<file path="src/rtl/iob_cpu_bus_arbiter_pkg.sv">
// Shared definitions for the two-master iob bus arbiter: FSM encoding and master indices.
package iob_cpu_bus_arbiter_pkg;

   localparam logic [1:0] IDLE      = 2'd0;
   localparam logic [1:0] LOCK      = 2'd1;
   localparam logic [1:0] WAIT_RESP = 2'd2;

   localparam logic MASTER_I = 1'b0;
   localparam logic MASTER_D = 1'b1;

   typedef enum logic [1:0] {
      S_IDLE      = IDLE,
      S_LOCK      = LOCK,
      S_WAIT_RESP = WAIT_RESP
   } arb_state_t;

endpackage

</file>
<file path="src/rtl/iob_cpu_bus_arbiter_if.sv">
// Native iob request/response bundle; the master modport issues requests, the slave modport serves them.
interface iob_cpu_bus_arbiter_if #(
   parameter int ADDR_W = 32,
   parameter int DATA_W = 32
);

   logic                  valid;
   logic [ADDR_W-1:0]     addr;
   logic [DATA_W-1:0]     wdata;
   logic [DATA_W/8-1:0]   wstrb;
   logic                  ready;
   logic                  rvalid;
   logic [DATA_W-1:0]     rdata;

   modport master (
      output valid, addr, wdata, wstrb,
      input  ready, rvalid, rdata
   );

   modport slave (
      input  valid, addr, wdata, wstrb,
      output ready, rvalid, rdata
   );

endinterface

</file>
<file path="src/rtl/iob_cpu_bus_arbiter_grant.sv">
// Combinational two-way grant: round-robin against the last winner, or fixed priority to the data bus.
module iob_cpu_bus_arbiter_grant
   import iob_cpu_bus_arbiter_pkg::*;
#(
   parameter int RR = 1
) (
   input  logic valid0,
   input  logic valid1,
   input  logic last,
   output logic grant
);

   always_comb begin
      grant = MASTER_I;
      if (valid0 && valid1) begin
         if (RR != 0) begin
            grant = ~last;
         end else begin
            grant = MASTER_D;
         end
      end else if (valid1) begin
         grant = MASTER_D;
      end
   end

endmodule

</file>
<file path="src/rtl/iob_cpu_bus_arbiter.sv">
// Merges the CPU instruction (m0) and data (m1) iob buses onto one slave port with one read in flight.
module iob_cpu_bus_arbiter
   import iob_cpu_bus_arbiter_pkg::*;
#(
   parameter int ADDR_W = 32,
   parameter int DATA_W = 32,
   parameter int RR     = 1
) (
   input  logic                  clk,
   input  logic                  rst,
   iob_cpu_bus_arbiter_if.slave  m0,
   iob_cpu_bus_arbiter_if.slave  m1,
   iob_cpu_bus_arbiter_if.master s,
   output logic                  err
);

   arb_state_t            state, state_nxt;
   logic                  owner, owner_nxt;
   logic                  last, last_nxt;
   logic                  err_nxt;
   logic                  grant;
   logic                  sel;
   logic                  req_valid;
   logic                  is_read;
   logic [ADDR_W-1:0]     addr_sel;
   logic [DATA_W-1:0]     wdata_sel;
   logic [DATA_W/8-1:0]   wstrb_sel;

   iob_cpu_bus_arbiter_grant #(
      .RR(RR)
   ) u_grant (
      .valid0 (m0.valid),
      .valid1 (m1.valid),
      .last   (last),
      .grant  (grant)
   );

   // Once a request has been stalled, the owner keeps the port regardless of priority.
   always_comb begin
      sel       = (state == S_LOCK) ? owner : grant;
      req_valid = (state != S_WAIT_RESP) && (sel ? m1.valid : m0.valid);
      addr_sel  = sel ? m1.addr  : m0.addr;
      wdata_sel = sel ? m1.wdata : m0.wdata;
      wstrb_sel = sel ? m1.wstrb : m0.wstrb;
      is_read   = (wstrb_sel == '0);
   end

   always_comb begin
      s.valid = req_valid;
      s.addr  = req_valid ? addr_sel  : '0;
      s.wdata = req_valid ? wdata_sel : '0;
      s.wstrb = req_valid ? wstrb_sel : '0;

      m0.ready = req_valid && (sel == MASTER_I) && s.ready;
      m1.ready = req_valid && (sel == MASTER_D) && s.ready;

      m0.rvalid = (state == S_WAIT_RESP) && (owner == MASTER_I) && s.rvalid;
      m1.rvalid = (state == S_WAIT_RESP) && (owner == MASTER_D) && s.rvalid;
      m0.rdata  = s.rdata;
      m1.rdata  = s.rdata;
   end

   always_comb begin
      state_nxt = state;
      owner_nxt = owner;
      last_nxt  = last;
      err_nxt   = err | (s.rvalid && (state != S_WAIT_RESP));
      case (state)
         S_IDLE: begin
            if (req_valid) begin
               if (s.ready) begin
                  last_nxt = grant;
                  if (is_read) begin
                     owner_nxt = grant;
                     state_nxt = S_WAIT_RESP;
                  end
               end else begin
                  owner_nxt = grant;
                  state_nxt = S_LOCK;
               end
            end
         end
         S_LOCK: begin
            // An owner withdrawing its request breaks the handshake; release the lock.
            if (!req_valid) begin
               state_nxt = S_IDLE;
            end else if (s.ready) begin
               last_nxt  = owner;
               state_nxt = is_read ? S_WAIT_RESP : S_IDLE;
            end
         end
         S_WAIT_RESP: begin
            if (s.rvalid) begin
               state_nxt = S_IDLE;
            end
         end
         default: begin
            state_nxt = S_IDLE;
         end
      endcase
   end

   always_ff @(posedge clk or posedge rst) begin
      if (rst) begin
         state <= S_IDLE;
         owner <= MASTER_I;
         last  <= MASTER_D;
         err   <= 1'b0;
      end else begin
         state <= state_nxt;
         owner <= owner_nxt;
         last  <= last_nxt;
         err   <= err_nxt;
      end
   end

endmodule

</file>
<file path="src/flat_wrapper.sv">
// flat-port wrapper written by rule: the top's interface ports become plain ports
module iob_cpu_bus_arbiter_flat import iob_cpu_bus_arbiter_pkg::*;
#(
   parameter int ADDR_W = 32,
   parameter int DATA_W = 32,
   parameter int RR     = 1
)
  (clk, rst, err, m0_valid, m0_addr, m0_wdata, m0_wstrb, m0_ready, m0_rvalid, m0_rdata, m1_valid, m1_addr, m1_wdata, m1_wstrb, m1_ready, m1_rvalid, m1_rdata, s_valid, s_addr, s_wdata, s_wstrb, s_ready, s_rvalid, s_rdata);
  iob_cpu_bus_arbiter_if #(.ADDR_W(ADDR_W), .DATA_W(DATA_W)) m0_i ();
  iob_cpu_bus_arbiter_if #(.ADDR_W(ADDR_W), .DATA_W(DATA_W)) m1_i ();
  iob_cpu_bus_arbiter_if #(.ADDR_W(ADDR_W), .DATA_W(DATA_W)) s_i ();
  input  logic clk;
  input  logic rst;
  output logic err;
  input wire logic [$bits(m0_i.valid)-1:0] m0_valid;
  input wire logic [$bits(m0_i.addr)-1:0] m0_addr;
  input wire logic [$bits(m0_i.wdata)-1:0] m0_wdata;
  input wire logic [$bits(m0_i.wstrb)-1:0] m0_wstrb;
  output wire logic [$bits(m0_i.ready)-1:0] m0_ready;
  output wire logic [$bits(m0_i.rvalid)-1:0] m0_rvalid;
  output wire logic [$bits(m0_i.rdata)-1:0] m0_rdata;
  input wire logic [$bits(m1_i.valid)-1:0] m1_valid;
  input wire logic [$bits(m1_i.addr)-1:0] m1_addr;
  input wire logic [$bits(m1_i.wdata)-1:0] m1_wdata;
  input wire logic [$bits(m1_i.wstrb)-1:0] m1_wstrb;
  output wire logic [$bits(m1_i.ready)-1:0] m1_ready;
  output wire logic [$bits(m1_i.rvalid)-1:0] m1_rvalid;
  output wire logic [$bits(m1_i.rdata)-1:0] m1_rdata;
  output wire logic [$bits(s_i.valid)-1:0] s_valid;
  output wire logic [$bits(s_i.addr)-1:0] s_addr;
  output wire logic [$bits(s_i.wdata)-1:0] s_wdata;
  output wire logic [$bits(s_i.wstrb)-1:0] s_wstrb;
  input wire logic [$bits(s_i.ready)-1:0] s_ready;
  input wire logic [$bits(s_i.rvalid)-1:0] s_rvalid;
  input wire logic [$bits(s_i.rdata)-1:0] s_rdata;
  assign m0_i.valid = m0_valid;
  assign m0_i.addr = m0_addr;
  assign m0_i.wdata = m0_wdata;
  assign m0_i.wstrb = m0_wstrb;
  assign m0_ready = m0_i.ready;
  assign m0_rvalid = m0_i.rvalid;
  assign m0_rdata = m0_i.rdata;
  assign m1_i.valid = m1_valid;
  assign m1_i.addr = m1_addr;
  assign m1_i.wdata = m1_wdata;
  assign m1_i.wstrb = m1_wstrb;
  assign m1_ready = m1_i.ready;
  assign m1_rvalid = m1_i.rvalid;
  assign m1_rdata = m1_i.rdata;
  assign s_valid = s_i.valid;
  assign s_addr = s_i.addr;
  assign s_wdata = s_i.wdata;
  assign s_wstrb = s_i.wstrb;
  assign s_i.ready = s_ready;
  assign s_i.rvalid = s_rvalid;
  assign s_i.rdata = s_rdata;
  iob_cpu_bus_arbiter #(.ADDR_W(ADDR_W), .DATA_W(DATA_W), .RR(RR)) u_core (.clk(clk), .rst(rst), .m0(m0_i), .m1(m1_i), .s(s_i), .err(err));
endmodule
</file>
<file path="config.mk">
export PLATFORM = sky130hd
export DESIGN_NAME = iob_cpu_bus_arbiter_flat
export DESIGN_NICKNAME = d
export VERILOG_FILES = /design/src/rtl/iob_cpu_bus_arbiter_pkg.sv /design/src/rtl/iob_cpu_bus_arbiter_if.sv /design/src/rtl/iob_cpu_bus_arbiter_grant.sv /design/src/rtl/iob_cpu_bus_arbiter.sv /design/src/flat_wrapper.sv
export SDC_FILE = /design/constraint.sdc
export NUM_CORES = 1
export LEC_CHECK = 0
export ABC_AREA = 1
export CORE_AREA = 8 8 116 118
export CTS_CLUSTER_DIAMETER = 100
export CTS_CLUSTER_SIZE = 28
export DETAILED_ROUTE_END_ITERATION = 6
export DIE_AREA = 0 0 124 126
export GPL_ROUTABILITY_DRIVEN = 0
export SLEW_MARGIN = 20
export SYNTH_ARGS = -nofsm -noshare
export SYNTH_HDL_FRONTEND = slang
export SYNTH_HIERARCHICAL = 1
export SYNTH_SLANG_ARGS = --single-unit
export TNS_END_PERCENT = 30
</file>
<file path="constraint.sdc">
create_clock -name clk -period 4.3 [get_ports clk]
set_input_delay 0.86 -clock clk [delete_from_list [all_inputs] [get_ports clk]]
set_output_delay 0.86 -clock clk [all_outputs]
set_load 0.05 [all_outputs]
</file>
==> flow_summary.ini <==
[outcome]
status = finished, final reports clean

[clock_tree]
numCtsBuffers = 3
htreeDepth = 1
cts.reportedPaths.clkPinSlew_ns = 0.03
cts_num_sinks = 5
cts.repair.resized = 0
clockBufferDepth = 2
postCtsHoldBufs = 0
clkLatencyLatePin_ns = 0.23
cts_tree = built
postCtsSetupBuffers = 0
cts_root_buf = clkbuf_16

[synth]
syn_nets = 532
syn_inst = 358
synth_most_common_cell = nand2_1
ys_types = 24
synth_common_cells = 149 x nand2_1, 64 x buf_4, 48 x a21oi_1
synthArstFlopShare = 1.00
synth_area_mm2 = 0.00200
yosys.area.top_type = nand2_1
ys.flop_type = dfrtp_1
synth.top_cell.area_share = 0.280
synth_edf_count = 0
ys_seq_area_frac = 0.0633
ys_ff_latch = 5
synthTopCellsByArea = nand2_1 28%, buf_4 24%, a21oi_1 12%
syn_area_per_cell_um2 = 5.57
ys_warn_count = 6

[timing]
timing.hold.ws_ns = 0.474
drv_slew = 0
rsz0062_at_grt = false
setup_tns_ns = 0
worstMarginPinSlew_ns = 0.529
finalWorstSetupSlack_ns = 0.503
fin_skew_ns = 0.00118
slew_headroom = 0.646
fmax_ghz = 0.263
finalCritPeriodShare = 0.883
hold_viol_final = 0
fin_crit_ns = 3.80
setup-violations-final = 0

[detailed_routing]
drtAntennaViolNets = 0
via_per_inst = 4.15
via_count = 2674
drc = 0
drt_iter0_drc = 84
wire_per_inst_um = 14.8
wirelength_um = 9560
firstDrtPassIters = 4

[job]
drv_cap = 0

[power]
power_density_mw_per_mm2 = 672
max-vdd-ir-drop_mv = 0.411
p_leak_nw = 1.66
total_power_mw = 2.50

[placed_design]
dp_slack_ns = 0.510
portBuffers = 215
place_inst = 641
hpwl_um = 8250
placed_cell_area_mm2 = 0.00365

[finish]
syn_to_final_growth_pct = 86.6
final_cells = 645
nNetsFinal = 673
finalInstanceArea_mm2 = 0.00372
diodes = 0
drive_gt1_frac = 0.233
fin_util = 0.318

[worst_setup_path]
critical_path.startpoint_type = primary input
cpPeakStageDelay_ns = 0.57
path_class = in -> out
rr_worst_depth = 12
r2r_slack_ns = 2.39
end_kind = output port
cp_top_family = buffers and inverters
crit_slowest_cell = clkdlybuf4s50_1
cp.arrival_ns = 2.94
path_cells = clkdlybuf4s50_1 -> inv_1 -> a21oi_2 -> inv_1 -> nand2_2 -> nand2_2 -> nand3_2 -> nand2_2 -> inv_2 -> buf_4 -> a21oi_1 -> buf_4
critPathMostFrequentCell = nand2_2
worst-path-buf-inv = 6
worstPathRequired_ns = 3.44
worstPathMaxFanout = 36
reg2reg_to = u_core/state[1]
r2r_start = u_core/last

[die]
die-area_mm2 = 0.0156
fp.dieW_um = 124
io-pin-count = 312
fp.dieH_um = 126
core_area_mm2 = 0.0117
rows = 40
initial_core_util = 0.170

[global_route]
grt_pass1_vias = 2765
grt_max_degree = 37
antenna_found_initial = 1
grt_first_pass_wirelength_um = 14400
grt_overflow = 0
track_usage = 0.111

[hold_path]
min_from = u_core/err
min_to = u_core/err
hp-class = reg -> reg
whs_path_depth = 1
[worst reg2reg max path, cell delays in order, from the launching register on]
cell	delay, ns
dfstp_2	0.53
a21oi_2	0.07
inv_1	0.09
nand2_2	0.08
nand2_2	0.09
buf_4	0.35
nand2_1	0.13
nand2_1	0.10
nor2_2	0.04
nand2_1	0.08
nand3_1	0.09
nand4_1	0.10
nand2_1	0.05
[sequential cells by signal (all words and copies together), names as in the netlist]
register / flops
u_core/state: 2
u_core/err: 1
u_core/last: 1
u_core/owner: 1
[final cells by class]
cell class | instances | area [um^2]
repair buffers | 221 | 2070
well taps | 147 | 184
multi-input cells | 255 | 1220
clock buffers | 4 | 78.8
fillers | 1283 | 7990
inverters | 13 | 48.8
flip-flops and latches | 5 | 126
[layout by cell type, fill, tap and decap left out, types with 2 or more instances in the layout]
master / count
o21ai_0: 2
a21oi_2: 21
clkbuf_16: 3
a21oi_1: 48
clkdlybuf4s50_1: 144
nand4_1: 2
nand2_2: 4
inv_2: 2
inv_1: 11
nor3_1: 3
nand2_4: 2
dfrtp_1: 4
nor2_1: 5
nand3_2: 3
nand3_1: 11
nand2_1: 149
buf_4: 73
buf_12: 4
[cell families after synthesis]
logic type	after synthesis	synth area share
AND/OR/NAND/NOR	182	0.386
flip-flops	5	0.0633
AO/OA/AOI/OAI	73	0.224
buffers and inverters	98	0.327
[per-layer routing]
layer / vias up / wire length (um) / global-route usage
met1: 1148 / 3380 / 0.113
met2: 143 / 4700 / 0.203
met3: 28 / 1230 / 0.0483
met5: - / 18 / 0
li1: 1353 / - / -
met4: 2 / 233 / 0.0259
[power breakdown]
part           leakage (nW)  internal, mW  switching, mW  total (mW)
Sequential           0.0584        0.0668         0.0227      0.0895
Combinational          1.56         0.677           1.58        2.26
Clock                0.0382         0.123         0.0314       0.154
Total                  1.66         0.867           1.64        2.50
[worst max path at each step]
stage | from | endpoint | slack (ns) | cells after the start
after floorplan | m1_valid | s_addr[0] | 0.87 | 9
after global placement | m1_valid | s_wdata[25] | 0.57 | 12
after detailed placement | m1_valid | s_addr[26] | 0.51 | 12
after CTS | m1_valid | s_addr[26] | 0.50 | 12
after global routing | m1_valid | s_addr[22] | 0.33 | 12
final | m1_valid | s_addr[26] | 0.50 | 12
Power figures use the tool's default switching activity.
